==> src/rtl/debug_mem_master.sv <==
// debug_mem_master: burst master for port 2 of the core's DataRAM / InstRAM.
// Accepts read/write bursts on a command channel and returns read data or a write-completion beat.
module debug_mem_master #(
  parameter int RD_LAT = 1
) (
  input  logic        CPU_CLK,
  input  logic        CPU_RST,
  input  logic        cmd_valid,
  output logic        cmd_ready,
  input  logic        cmd_write,
  input  logic        cmd_sel,
  input  logic [31:0] cmd_addr,
  input  logic [7:0]  cmd_len,
  input  logic [3:0]  cmd_be,
  input  logic        wr_valid,
  output logic        wr_ready,
  input  logic [31:0] wr_data,
  output logic        rsp_valid,
  input  logic        rsp_ready,
  output logic [31:0] rsp_rdata,
  output logic        rsp_last,
  output logic        busy,
  output logic [31:0] CPU_Debug_DataRAM_A2,
  output logic [31:0] CPU_Debug_InstRAM_A2,
  output logic [31:0] CPU_Debug_DataRAM_WD2,
  output logic [31:0] CPU_Debug_InstRAM_WD2,
  output logic [3:0]  CPU_Debug_DataRAM_WE2,
  output logic [3:0]  CPU_Debug_InstRAM_WE2,
  input  logic [31:0] CPU_Debug_DataRAM_RD2,
  input  logic [31:0] CPU_Debug_InstRAM_RD2
);

  typedef enum logic [2:0] {
    IDLE    = 3'd0,
    WR      = 3'd1,
    WR_RSP  = 3'd2,
    RD_WAIT = 3'd3,
    RD_RSP  = 3'd4
  } state_t;

  localparam logic [2:0] LAT_INIT = 3'(RD_LAT);

  state_t      state_r;
  logic        sel_r;
  logic [31:0] addr_r;
  logic [7:0]  remain_r;
  logic [3:0]  be_r;
  logic [2:0]  lat_cnt_r;
  logic [31:0] a2_r;
  logic [31:0] wd2_r;
  logic [3:0]  data_we_r;
  logic [3:0]  inst_we_r;

  logic [31:0] addr_next_s;
  logic [31:0] cmd_addr_al_s;
  logic [31:0] rd_data_s;

  // Address arithmetic wraps naturally at 2^32.
  assign addr_next_s   = addr_r + 32'd4;
  assign cmd_addr_al_s = cmd_addr & 32'hFFFF_FFFC;
  assign rd_data_s     = sel_r ? CPU_Debug_InstRAM_RD2 : CPU_Debug_DataRAM_RD2;

  assign CPU_Debug_DataRAM_A2  = a2_r;
  assign CPU_Debug_InstRAM_A2  = a2_r;
  assign CPU_Debug_DataRAM_WD2 = wd2_r;
  assign CPU_Debug_InstRAM_WD2 = wd2_r;
  assign CPU_Debug_DataRAM_WE2 = data_we_r;
  assign CPU_Debug_InstRAM_WE2 = inst_we_r;

  // Burst control FSM with registered channel and debug-port outputs.
  always_ff @(posedge CPU_CLK or posedge CPU_RST) begin
    if (CPU_RST) begin
      state_r   <= IDLE;
      sel_r     <= 1'b0;
      addr_r    <= 32'd0;
      remain_r  <= 8'd0;
      be_r      <= 4'd0;
      lat_cnt_r <= 3'd0;
      a2_r      <= 32'd0;
      wd2_r     <= 32'd0;
      data_we_r <= 4'd0;
      inst_we_r <= 4'd0;
      cmd_ready <= 1'b1;
      wr_ready  <= 1'b0;
      rsp_valid <= 1'b0;
      rsp_rdata <= 32'd0;
      rsp_last  <= 1'b0;
      busy      <= 1'b0;
    end else begin
      // Write enables are single-cycle pulses unless a beat is taken below.
      data_we_r <= 4'd0;
      inst_we_r <= 4'd0;
      case (state_r)
        IDLE: begin
          if (cmd_valid && cmd_ready) begin
            sel_r     <= cmd_sel;
            addr_r    <= cmd_addr_al_s;
            remain_r  <= cmd_len;
            be_r      <= cmd_be;
            cmd_ready <= 1'b0;
            busy      <= 1'b1;
            if (cmd_write) begin
              wr_ready <= 1'b1;
              state_r  <= WR;
            end else begin
              a2_r      <= cmd_addr_al_s;
              lat_cnt_r <= LAT_INIT;
              state_r   <= RD_WAIT;
            end
          end
        end
        WR: begin
          if (wr_valid) begin
            a2_r   <= addr_r;
            wd2_r  <= wr_data;
            addr_r <= addr_next_s;
            if (sel_r) begin
              inst_we_r <= be_r;
            end else begin
              data_we_r <= be_r;
            end
            if (remain_r == 8'd0) begin
              wr_ready <= 1'b0;
              state_r  <= WR_RSP;
            end else begin
              remain_r <= remain_r - 8'd1;
            end
          end
        end
        WR_RSP: begin
          // First cycle here is the last WE2 pulse; the completion beat follows it.
          if (!rsp_valid) begin
            rsp_valid <= 1'b1;
            rsp_rdata <= 32'd0;
            rsp_last  <= 1'b1;
          end else if (rsp_ready) begin
            rsp_valid <= 1'b0;
            rsp_last  <= 1'b0;
            cmd_ready <= 1'b1;
            busy      <= 1'b0;
            state_r   <= IDLE;
          end
        end
        RD_WAIT: begin
          if (lat_cnt_r == 3'd0) begin
            rsp_rdata <= rd_data_s;
            rsp_last  <= (remain_r == 8'd0);
            rsp_valid <= 1'b1;
            state_r   <= RD_RSP;
          end else begin
            lat_cnt_r <= lat_cnt_r - 3'd1;
          end
        end
        RD_RSP: begin
          if (rsp_ready) begin
            rsp_valid <= 1'b0;
            if (rsp_last) begin
              rsp_last  <= 1'b0;
              cmd_ready <= 1'b1;
              busy      <= 1'b0;
              state_r   <= IDLE;
            end else begin
              remain_r  <= remain_r - 8'd1;
              addr_r    <= addr_next_s;
              a2_r      <= addr_next_s;
              lat_cnt_r <= LAT_INIT;
              state_r   <= RD_WAIT;
            end
          end
        end
        default: begin
          rsp_valid <= 1'b0;
          rsp_last  <= 1'b0;
          wr_ready  <= 1'b0;
          cmd_ready <= 1'b1;
          busy      <= 1'b0;
          state_r   <= IDLE;
        end
      endcase
    end
  end

endmodule

==> config.mk <==
export PLATFORM = sky130hd
export DESIGN_NAME = debug_mem_master
export DESIGN_NICKNAME = d
export VERILOG_FILES = /design/src/rtl/debug_mem_master.sv
export SDC_FILE = /design/constraint.sdc
export NUM_CORES = 1
export LEC_CHECK = 0
export BUFFER_PORTS_ARGS = -buffer_cell sky130_fd_sc_hd__clkbuf_2
export CAP_MARGIN = 15
export CORE_ASPECT_RATIO = 0.6
export CORE_UTILIZATION = 26
export CTS_CLUSTER_DIAMETER = 40
export DETAILED_ROUTE_END_ITERATION = 10
export PLACE_DENSITY = 0.44
export RECOVER_POWER = 25
export REMOVE_ABC_BUFFERS = 1
export SLEW_MARGIN = 30
export SYNTH_ARGS = -nofsm -noshare
export SYNTH_HDL_FRONTEND = slang
export SYNTH_SLANG_ARGS = --single-unit
export TNS_END_PERCENT = 50
==> constraint.sdc <==
create_clock -name CPU_CLK -period 6.2 [get_ports CPU_CLK]
set_input_delay 0.31 -clock CPU_CLK [delete_from_list [all_inputs] [get_ports CPU_CLK]]
set_output_delay 0.31 -clock CPU_CLK [all_outputs]
set_load 0.03 [all_outputs]
# Yosys cells after proc, flatten, opt, wreduce, memory -nomap -nowiden
# Index checks and enable logic that the tools add are counted.
[totals] word_cells=128 in_bits=147 output_inout_bits=173 regBits=160
[classes] muxes=66 reduce_logical=22 n_bitwise=3 addsub=3 n_eq_ne=18
[ops] operator="two-way mux 32 bit" count=10
[ops] operator="case mux 32 bit (3 select lines)" count=2
[ops] operator="case mux 32 bit (2 select lines)" count=1
[ops] operator="two-way mux 8 bit" count=5
[ops] operator="two-way mux 3 bit" count=12
[ops] operator="adder 32 x 3 -> 32 bit (second input constant)" count=1
[ops] operator="inequality test 2 bit (second input constant)" count=14
[ops] operator="two-way mux 4 bit" count=6
[ops] operator="case mux 8 bit (3 select lines)" count=1
[ops] operator="AND reduction 6 bit" count=4
[ops] operator="two-way mux 1 bit" count=20
[ops] operator="case mux 1 bit (4 select lines)" count=4
[ops] operator="case mux 3 bit (5 select lines)" count=1
[ops] operator="AND reduction 5 bit" count=2
[ops] operator="case mux 3 bit (3 select lines)" count=1
[ops] operator="zero test 8 bit" count=1
[ops] operator="subtractor 8 x 1 -> 8 bit (second input constant)" count=1
[ops] operator="AND reduction 7 bit" count=1
[ops] operator="equality test 3 x 2 -> 1 bit (second input constant)" count=2
[ops] operator="zero test 3 bit" count=2
[ops] operator="AND reduction 2 bit" count=3
[ops] operator="AND reduction 3 bit" count=2
[ops] operator="nonzero test 3 bit" count=2
[ops] operator="two-way mux 2 bit" count=2
[ops] operator="9 further kinds" count=12

# Longest topological paths before layout
# Gate-level depths: netlist (run 1).
[logic_depth] depth_word=4 depth_mapped=9 depth_no_buf=7

# Least setup slack after synthesis (run 1)
# No wires, ideal clock.
[synth_timing] kind="flip-flop to flip-flop" start="reg addr_r[2]" end="reg a2_r[24] (netlist: CPU_Debug_DataRAM_A2[24])" path_buffers=0 period_less_slack_ns=2.006 arrival_ns=1.882 setup_slack_ns=4.194 path_stages_with_launch=7 setup_time_ns=0.125 required_time_ns=6.075 cell_sequence="dfrtp_1 ha_1 nand3_4 nor4_4 a31oi_1 nand3b_1 mux2_2"
[synth_via] elab_chain_len=4
[synth_rtl] element="from (decl)" line_no="45" source="logic [31:0] addr_r;"
[synth_rtl] element="from (signal assigned)" line_no="97" source="addr_r <= cmd_addr_al_s;"
[synth_rtl] element="from (signal assigned)" line_no="116" source="addr_r <= addr_next_s;"
[synth_rtl] element="from (signal assigned)" line_no="164" source="addr_r <= addr_next_s;"
[synth_rtl] element="adder 32 x 3 -> 32 bit" line_no="59" source="assign addr_next_s = addr_r + 32'd4;"
[synth_rtl] element="two-way mux 32 bit" line_no="157" source="if (rsp_last) begin"
[synth_rtl] element="two-way mux 32 bit" line_no="155" source="if (rsp_ready) begin"
[synth_rtl] element="case mux 32 bit (3 select lines)" line_no="93" source="case (state_r)"
[synth_rtl] element="to (signal assigned)" line_no="106" source="a2_r <= cmd_addr_al_s;"
[synth_rtl] element="to (signal assigned)" line_no="114" source="a2_r <= addr_r;"
[synth_rtl] element="to (signal assigned)" line_no="165" source="a2_r <= addr_next_s;"
[synth_rtl] element="to (decl)" line_no="49" source="logic [31:0] a2_r;"
# Every way passes these cells. The select of a mux whose other input is x is not followed.
# A chain may end at the register's enable or synchronous reset.

==> flow_summary.toml, run 1 <==
[grt]
grt_use_total_pct = 16.74
grt_max_degree = 98
grt_pass1_vias = 7256
antenna_found_initial = 3
grt-ovfl-total = 0
grt_pass1_wl_mm = 44.43

[synth]
synth_flop_cell = "dfrtp_1"
postSynthCellCount = 944
async_reset_ff_share_pct = 100.0
ys_seq_elements = 157
yosysWarningCount = 0
yosysSeqAreaShare_pct = 44.00
synth_edf_count = 0
synth.distinct_cells = 75
syn-cell-area_um2 = 8931
syn_avg_cell_area_um2 = 9.461

[hold_path]
hold_start = "wr_data[0]"
hold_depth = 2
hold_class = "input port to flop"
worstHoldEndpoint = "CPU_Debug_DataRAM_WD2[0]$_DFFE_PP0P_"

[finish]
final_area_um2 = 10990
area_growth_pct = 23.00
multi_input_area_um2 = 4134
fin_nets = 1308
drive_gt1_share_pct = 36.61
seqCellArea_um2 = 3934
num-fill-cells = 3571

[worst_setup_path]
crit_path_max_incr_delay_ns = 2.41
path_max_fanout = 97
critPathTopFamily = "buffers and inverters"
cp_num_buf_inv = 4
crit_required_ns = 6.82
critical_path.startpoint_type = "input port"
worstPathCellList = "clkbuf_2, clkinvlp_2, clkbuf_1, buf_16"
r2r_setup_slack_ns = 3.01
worstPathArrival_ns = 4.28
slowest_stage = "clkinvlp_2"
end_kind = "async pin"
critical_path_class = "input port to async pin"
reg2reg_depth = 6
reg2reg_to = "CPU_Debug_DataRAM_A2[17]$_DFFE_PP0P_"
r2r-start = "state_r[2]$_DFFE_PP0P_"

[detailed_routing]
routed_wl_mm = 29.43
viasPerCell = 4.793
antenna_left = 0
drc = 0
vias = 7808
firstDrtPassIters = 5
wire_per_inst_um = 18.07
drt_iter0_drc = 466

[cts]
cts_inserted_buffers = 17
cts_setup_buffers = 0
clock_sinks = 157
cts_max_path_buffers = 2
path_clk_slew_ns = 0.07
cts_tree = "yes"
insertion_delay_ns = 0.45
cts_hold_buf = 0
cts_root_buffer = "clkbuf_16"
cts_resized = 0
cts_max_level = 4

[die]
die_w_um = 241.3
ioPinCount = 320
die_area_um2 = 35120
coreArea_um2 = 33770
die_h_um = 145.6
fp-row-count = 52
initial_core_util_pct = 26.45

[status]
outcome = "finished, violations left"
violations = "capacitance limit, slew limit"

[power_and_ir_drop]
pwr-share-clk_pct = 15.0
combPwrFrac_pct = 54.8
net-switching-power_uw = 3641
seqPwrFrac_pct = 30.2
ir_drop_mv = 0.3089
power.density_nw_per_um2 = 631.5
p_leak_uw = 0.005146
switching_share_pct = 52.48
internal_power_uw = 3297

[sta]
rsz0062_at_grt = "no"
finalCriticalPeriod_ns = 3.661
slew_headroom_pct = -192.3
worst_slew_pin_slew_ns = 4.360
setup_viol = 0
fmax_mhz = 273.1
tns_ns = 0
fin_skew_ns = 0.01342
fin_crit_sh_pct = 59.06
finalHoldViolCount = 0
drv_slew = 98

[placement]
dp_hpwl_mm = 21.17
postPlaceCellArea_um2 = 10390
portBuffers = 317
place_congestion = 0.7712

[run]
max_cap_viol_count = 1
[metrics by stage]
stage | power, uW | util, % | worst slack [ns] | hold slack, ns | std cells
floorplan | 4641 | - | 1.657 | 0.4218 | 809
global placement | 5927 | 30.74 | 3.071 | 0.4636 | 1595
detailed placement | 5961 | 30.77 | 3.065 | 0.4692 | 1596
CTS | 7033 | 32.44 | 3.045 | 0.06480 | 1627
global route | 7446 | 32.53 | 1.769 | 0.06035 | 1628
finish | 6938 | 32.53 | 2.539 | 0.08691 | 1629
[registers in the layout, indices dropped and copies added, names as in the netlist]
register	cells
be_r	4
rsp_last	1
CPU_Debug_DataRAM_WE2	4
cmd_ready	1
CPU_Debug_DataRAM_WD2	32
CPU_Debug_DataRAM_A2	31
remain_r	8
sel_r	1
state_r	3
busy	1
lat_cnt_r	3
rsp_valid	1
CPU_Debug_InstRAM_WE2	4
wr_ready	1
rsp_rdata	32
addr_r	30
[cell families after synthesis]
kind of cell | Yosys count | share of synthesized area, %
buffers and inverters | 157 | 10.07
flip-flops | 157 | 44.00
multiplexers | 73 | 8.742
AO/OA/AOI/OAI | 277 | 19.84
AND/OR/NAND/NOR | 270 | 16.20
adder cells (fa/ha/maj) | 4 | 0.5604
XOR/XNOR | 6 | 0.5884
[power groups by stage]
stage | clock [uW] | sequential [uW] | combinational [uW]
2_1_floorplan | 0 | 3070 | 1570
3_3_place_gp | 0 | 2110 | 3820
3_5_place_dp | 0 | 2120 | 3840
4_1_cts | 1080 | 2110 | 3850
5_1_grt | 1120 | 2190 | 4130
6_report | 1040 | 2100 | 3800
[routing by layer]
metal / GRT usage, % / routed length, um
met2: 25.22 / 13030
met1: 23.86 / 14210
met4: 3.133 / 196
met5: 0 / 23
met3: 4.704 / 1977
[cell type report]
| class | count | share of cell area (%) |
|---|---|---|
| Multi-Input combinational cell | 630 | 37.63 |
| Sequential cell | 157 | 35.81 |
| Timing Repair Buffer | 329 | 15.41 |
| Tap cell | 459 | 5.228 |
| Clock buffer | 18 | 3.998 |
| Clock inverter | 13 | 1.139 |
| Inverter | 22 | 0.7631 |
| Antenna cell | 1 | 0.02278 |
[worst register-to-register path, delay by kind of cell, from the launching register on]
| family | cells | cell delay (ns) |
|---|---|---|
| buf+inv | 1 | 0.40 |
| flops | 1 | 0.82 |
| simple gates | 2 | 0.98 |
| compound gates | 2 | 0.60 |
| mux | 1 | 0.27 |
[cells in the final DEF, fill, tap and decap left out, drive strengths merged, types with 11 or more instances in the layout]
master / netlist / routed
nand3: 24 / 24
a31oi: 11 / 11
o22ai: 13 / 13
buf: 103 / 11
nor4: 12 / 12
clkbuf: 32 / 336
mux2: 40 / 40
inv: 22 / 30
nor3: 14 / 14
nand4: 15 / 15
mux2i: 33 / 33
a21oi: 59 / 59
a2bb2oi: 11 / 11
dfrtp: 156 / 156
nand2: 89 / 89
nor2: 58 / 58
o21ai: 96 / 96
[worst max-delay path by stage]
stage,start,endpoint,cells past startpoint
CTS,state_r[1]$_DFFE_PP0P_,CPU_Debug_DataRAM_A2[31]$_DFFE_PP0P_,5
floorplan,CPU_RST,CPU_Debug_DataRAM_A2[10]$_DFFE_PP0P_,1
global route,CPU_RST,CPU_Debug_DataRAM_A2[18]$_DFFE_PP0P_,4
finish,CPU_RST,CPU_Debug_DataRAM_A2[27]$_DFFE_PP0P_,4
detailed placement,state_r[1]$_DFFE_PP0P_,CPU_Debug_DataRAM_A2[31]$_DFFE_PP0P_,5
global placement,state_r[1]$_DFFE_PP0P_,CPU_Debug_DataRAM_A2[31]$_DFFE_PP0P_,5
[cells in the mapped netlist (22+ instances only)]
cell / n / area share, %
a21oi_1: 57 / 3.2
buf_2: 30 / 1.7
buf_4: 69 / 5.8
clkbuf_1: 27 / 1.1
dfrtp_1: 156 / 44
inv_1: 22 / 0.92
mux2_2: 40 / 5.0
mux2i_1: 33 / 3.7
nand2_1: 89 / 3.7
nand3_1: 22 / 1.2
nor2_1: 58 / 2.4
o21ai_0: 92 / 5.2
Note: power is estimated with default switching activity, not from simulation.
==> run 2, diff against run 1 <==
--- a/config.mk
+++ b/config.mk
@@ -5,6 +5,7 @@
 export SDC_FILE = /design/constraint.sdc
 export NUM_CORES = 1
 export LEC_CHECK = 0
+export ABC_AREA = 1
 export BUFFER_PORTS_ARGS = -buffer_cell sky130_fd_sc_hd__clkbuf_2
 export CAP_MARGIN = 15
 export CORE_ASPECT_RATIO = 0.6
==> constraint.sdc (replaced) <==
create_clock -name CPU_CLK -period 3.45 [get_ports CPU_CLK]
set_input_delay 0.1725 -clock CPU_CLK [delete_from_list [all_inputs] [get_ports CPU_CLK]]
set_output_delay 0.1725 -clock CPU_CLK [all_outputs]
set_load 0.03 [all_outputs]
==> run 2 against run 1 <==
Against the previous run:
- the run still ends with capacitance limit, slew limit left
- global-route usage about the same
- clock skew down 0.0020 ns
- combinational power up 84%
- critical endpoint is now remain_r[1]$_DFFE_PP0P_
- via count up 4.1%
- power up 79%
- critical path type is now flop to flop
- sequential share of layout area down 1.5 points
- final cell count up 15%
- largest cell class is now sequential cells
==> flow_summary.toml, run 2 <==
[cts]
path_clk_slew_ns = 0.07
cts_root_buffer = "clkbuf_16"
cts_tree = "yes"
clock_sinks = 157
cts_max_level = 4
cts_max_path_buffers = 2
cts_setup_buffers = 0
insertion_delay_ns = 0.44
cts_inserted_buffers = 17

[synth]
netlist_top_cells_count = "nand2_1, nor2_1, dfrtp_1, o21ai_0, inv_1"
yosysSeqAreaShare_pct = 44.51
syn-cell-area_um2 = 8830
yosysWarningCount = 0
postSynthCellCount = 1111
synthTopCellsByArea = "dfrtp_1, nand2_1, nor2_1"
synth_top_cell_area_share_pct = 44.21
syn_avg_cell_area_um2 = 7.948
ys_seq_elements = 157
yosysMostFrequentCell = "nand2_1"
synth_edf_count = 0
synth.distinct_cells = 39
yosysTopAreaCell = "dfrtp_1"
async_reset_ff_share_pct = 100.0
synth_flop_cell = "dfrtp_1"

[die]
ioPinCount = 320
initial_core_util_pct = 26.82
die_area_um2 = 34730
die_w_um = 239.9
die_h_um = 144.7
fp-row-count = 51
coreArea_um2 = 32930

[power_and_ir_drop]
net-switching-power_uw = 6641
combPwrFrac_pct = 56.3
power.density_nw_per_um2 = 1086
ir_drop_mv = 0.6410
pwr-share-clk_pct = 14.9
internal_power_uw = 5806
switching_share_pct = 53.35
power_uw = 12450
seqPwrFrac_pct = 28.8
p_leak_uw = 0.005861

[finish]
num-fill-cells = 3527
diodes = 0
drive_gt1_share_pct = 28.59
layout_common_cells = "clkbuf_2, nand2_1, nor2_1"
final_common_cell = "clkbuf_2"
area_growth_pct = 29.86
fin_nets = 1558

[placement]
place_congestion = 0.8524
dp_hpwl_mm = 20.73
portBuffers = 317

[sta]
finalHoldViolCount = 0
finalCriticalPeriod_ns = 2.494
fin_skew_ns = 0.01141
tns_ns = 0
hold_ws_ns = 0.02460
setup_viol = 0
fmax_mhz = 400.9
fin_crit_sh_pct = 72.30
drv_slew = 71
slew_headroom_pct = -9.646
worst_slew_pin_slew_ns = 1.645
rsz0062_at_grt = "no"

[detailed_routing]
routed_wl_mm = 28.27
vias = 8132
viasPerCell = 4.349
wire_per_inst_um = 15.12
drc = 0
firstDrtPassIters = 5
antenna_left = 0
drt_iter0_drc = 481

[worst_setup_path]
worstPathCellList = "nor2_2, nand2_2, buf_4, inv_2, o21ai_0, nand2_1, nand4_1, o21ai_0"
critical_path.startpoint_type = "flop"
critical_path_class = "flop to flop"
crit_required_ns = 3.79
path_max_fanout = 21
slowest_stage = "dfrtp_1"
end_kind = "flop"
cp_num_buf_inv = 2
critPathTopFamily = "simple AND/OR/NAND/NOR gates"
crit_path_max_incr_delay_ns = 0.45
path_common_cell = "o21ai_0"
worstPathArrival_ns = 2.84

[grt]
grt_max_degree = 72
grt-ovfl-total = 0
grt_pass1_wl_mm = 44.15
grt_use_total_pct = 16.69
antenna_found_initial = 0
grt_pass1_vias = 7738

[run]
max_cap_viol_count = 1

[status]
outcome = "finished, violations left"
violations = "capacitance limit, slew limit"

[hold_path]
hold_class = "input port to flop"
==> run 2: final timing paths <==
path | startpoint | end | slack [ns] | cells past startpoint
max | state_r[2]$_DFFE_PP0P_ | remain_r[1]$_DFFE_PP0P_ | 0.96 | 8
min | CPU_Debug_DataRAM_RD2[26] | rsp_rdata[26]$_DFFE_PP0P_ | 0.02 | 3
max reg2reg | state_r[2]$_DFFE_PP0P_ | remain_r[1]$_DFFE_PP0P_ | 0.96 | 8
min reg2reg | busy$_DFFE_PP0P_ | busy$_DFFE_PP0P_ | 0.48 | 2
max in group asynchronous | CPU_RST | CPU_Debug_DataRAM_WE2[2]$_DFF_PP0_ | 1.32 | 4
min in group asynchronous | CPU_RST | CPU_Debug_DataRAM_WD2[9]$_DFFE_PP0P_ | 0.71 | 3
==> run 2: metrics by stage <==
step                cells  utilization [%]  setup WS, ns  cell area, um2
global placement     1782            31.51         1.014           10380
detailed placement   1782            31.51        0.8955           10380
CTS                  1870            34.94        0.8936           11510
finish               1870            34.82        0.9557           11470
global route         1870            34.82        0.6853           11470
floorplan            1000                -       -0.9557            8084
==> run 2: timing repair <==
item,CTS,global route
hold buffers,56,0
endpoints found under the hold margin,115,0
resized for setup,0,0
==> run 2: routing by layer <==
layer | part of all wire (%) | track usage (%)
met5 | 0 | 0
met3 | 5.1 | 3.869
met4 | 0.75 | 3.520
met2 | 43 | 24.21
met1 | 51 | 24.87
==> run 2: power by group through the flow <==
| stage | logic, uW | registers [uW] | clock network [uW] |
|---|---|---|---|
| floorplan | 3060 | 5230 | 0 |
| finish | 7000 | 3590 | 1860 |
| global placement | 7030 | 3590 | 0 |
| detailed placement | 7040 | 3610 | 0 |
| global route | 7790 | 3740 | 2020 |
| CTS | 7130 | 3600 | 1940 |
==> run 2: worst register-to-register path: stages, from the launching register on <==
cell and delay, ns:
dfrtp_1 0.45, nor2_2 0.19, nand2_2 0.07, buf_4 0.23
inv_2 0.33, o21ai_0 0.24, nand2_1 0.13, nand4_1 0.44
o21ai_0 0.33
==> run 2: kinds of logic after synthesis <==
logic type	after synthesis	synth area share [%]
flops	157	44.51
mux	65	7.822
buf+inv	198	12.14
fa+ha+maj	4	0.5668
compound gates	183	10.97
xor+xnor	15	1.488
simple gates	489	22.50
==> run 2: layout make-up <==
cell class                      instances  area (um2)  area share (%)
Clock inverter                         13       116.4           1.015
Multi-Input combinational cell        756        3839           33.48
Inverter                               87       330.3           2.881
Timing Repair Buffer                  388        2231           19.46
Clock buffer                           19       452.9           3.950
Sequential cell                       157        3934           34.31
Tap cell                              450       563.0           4.911
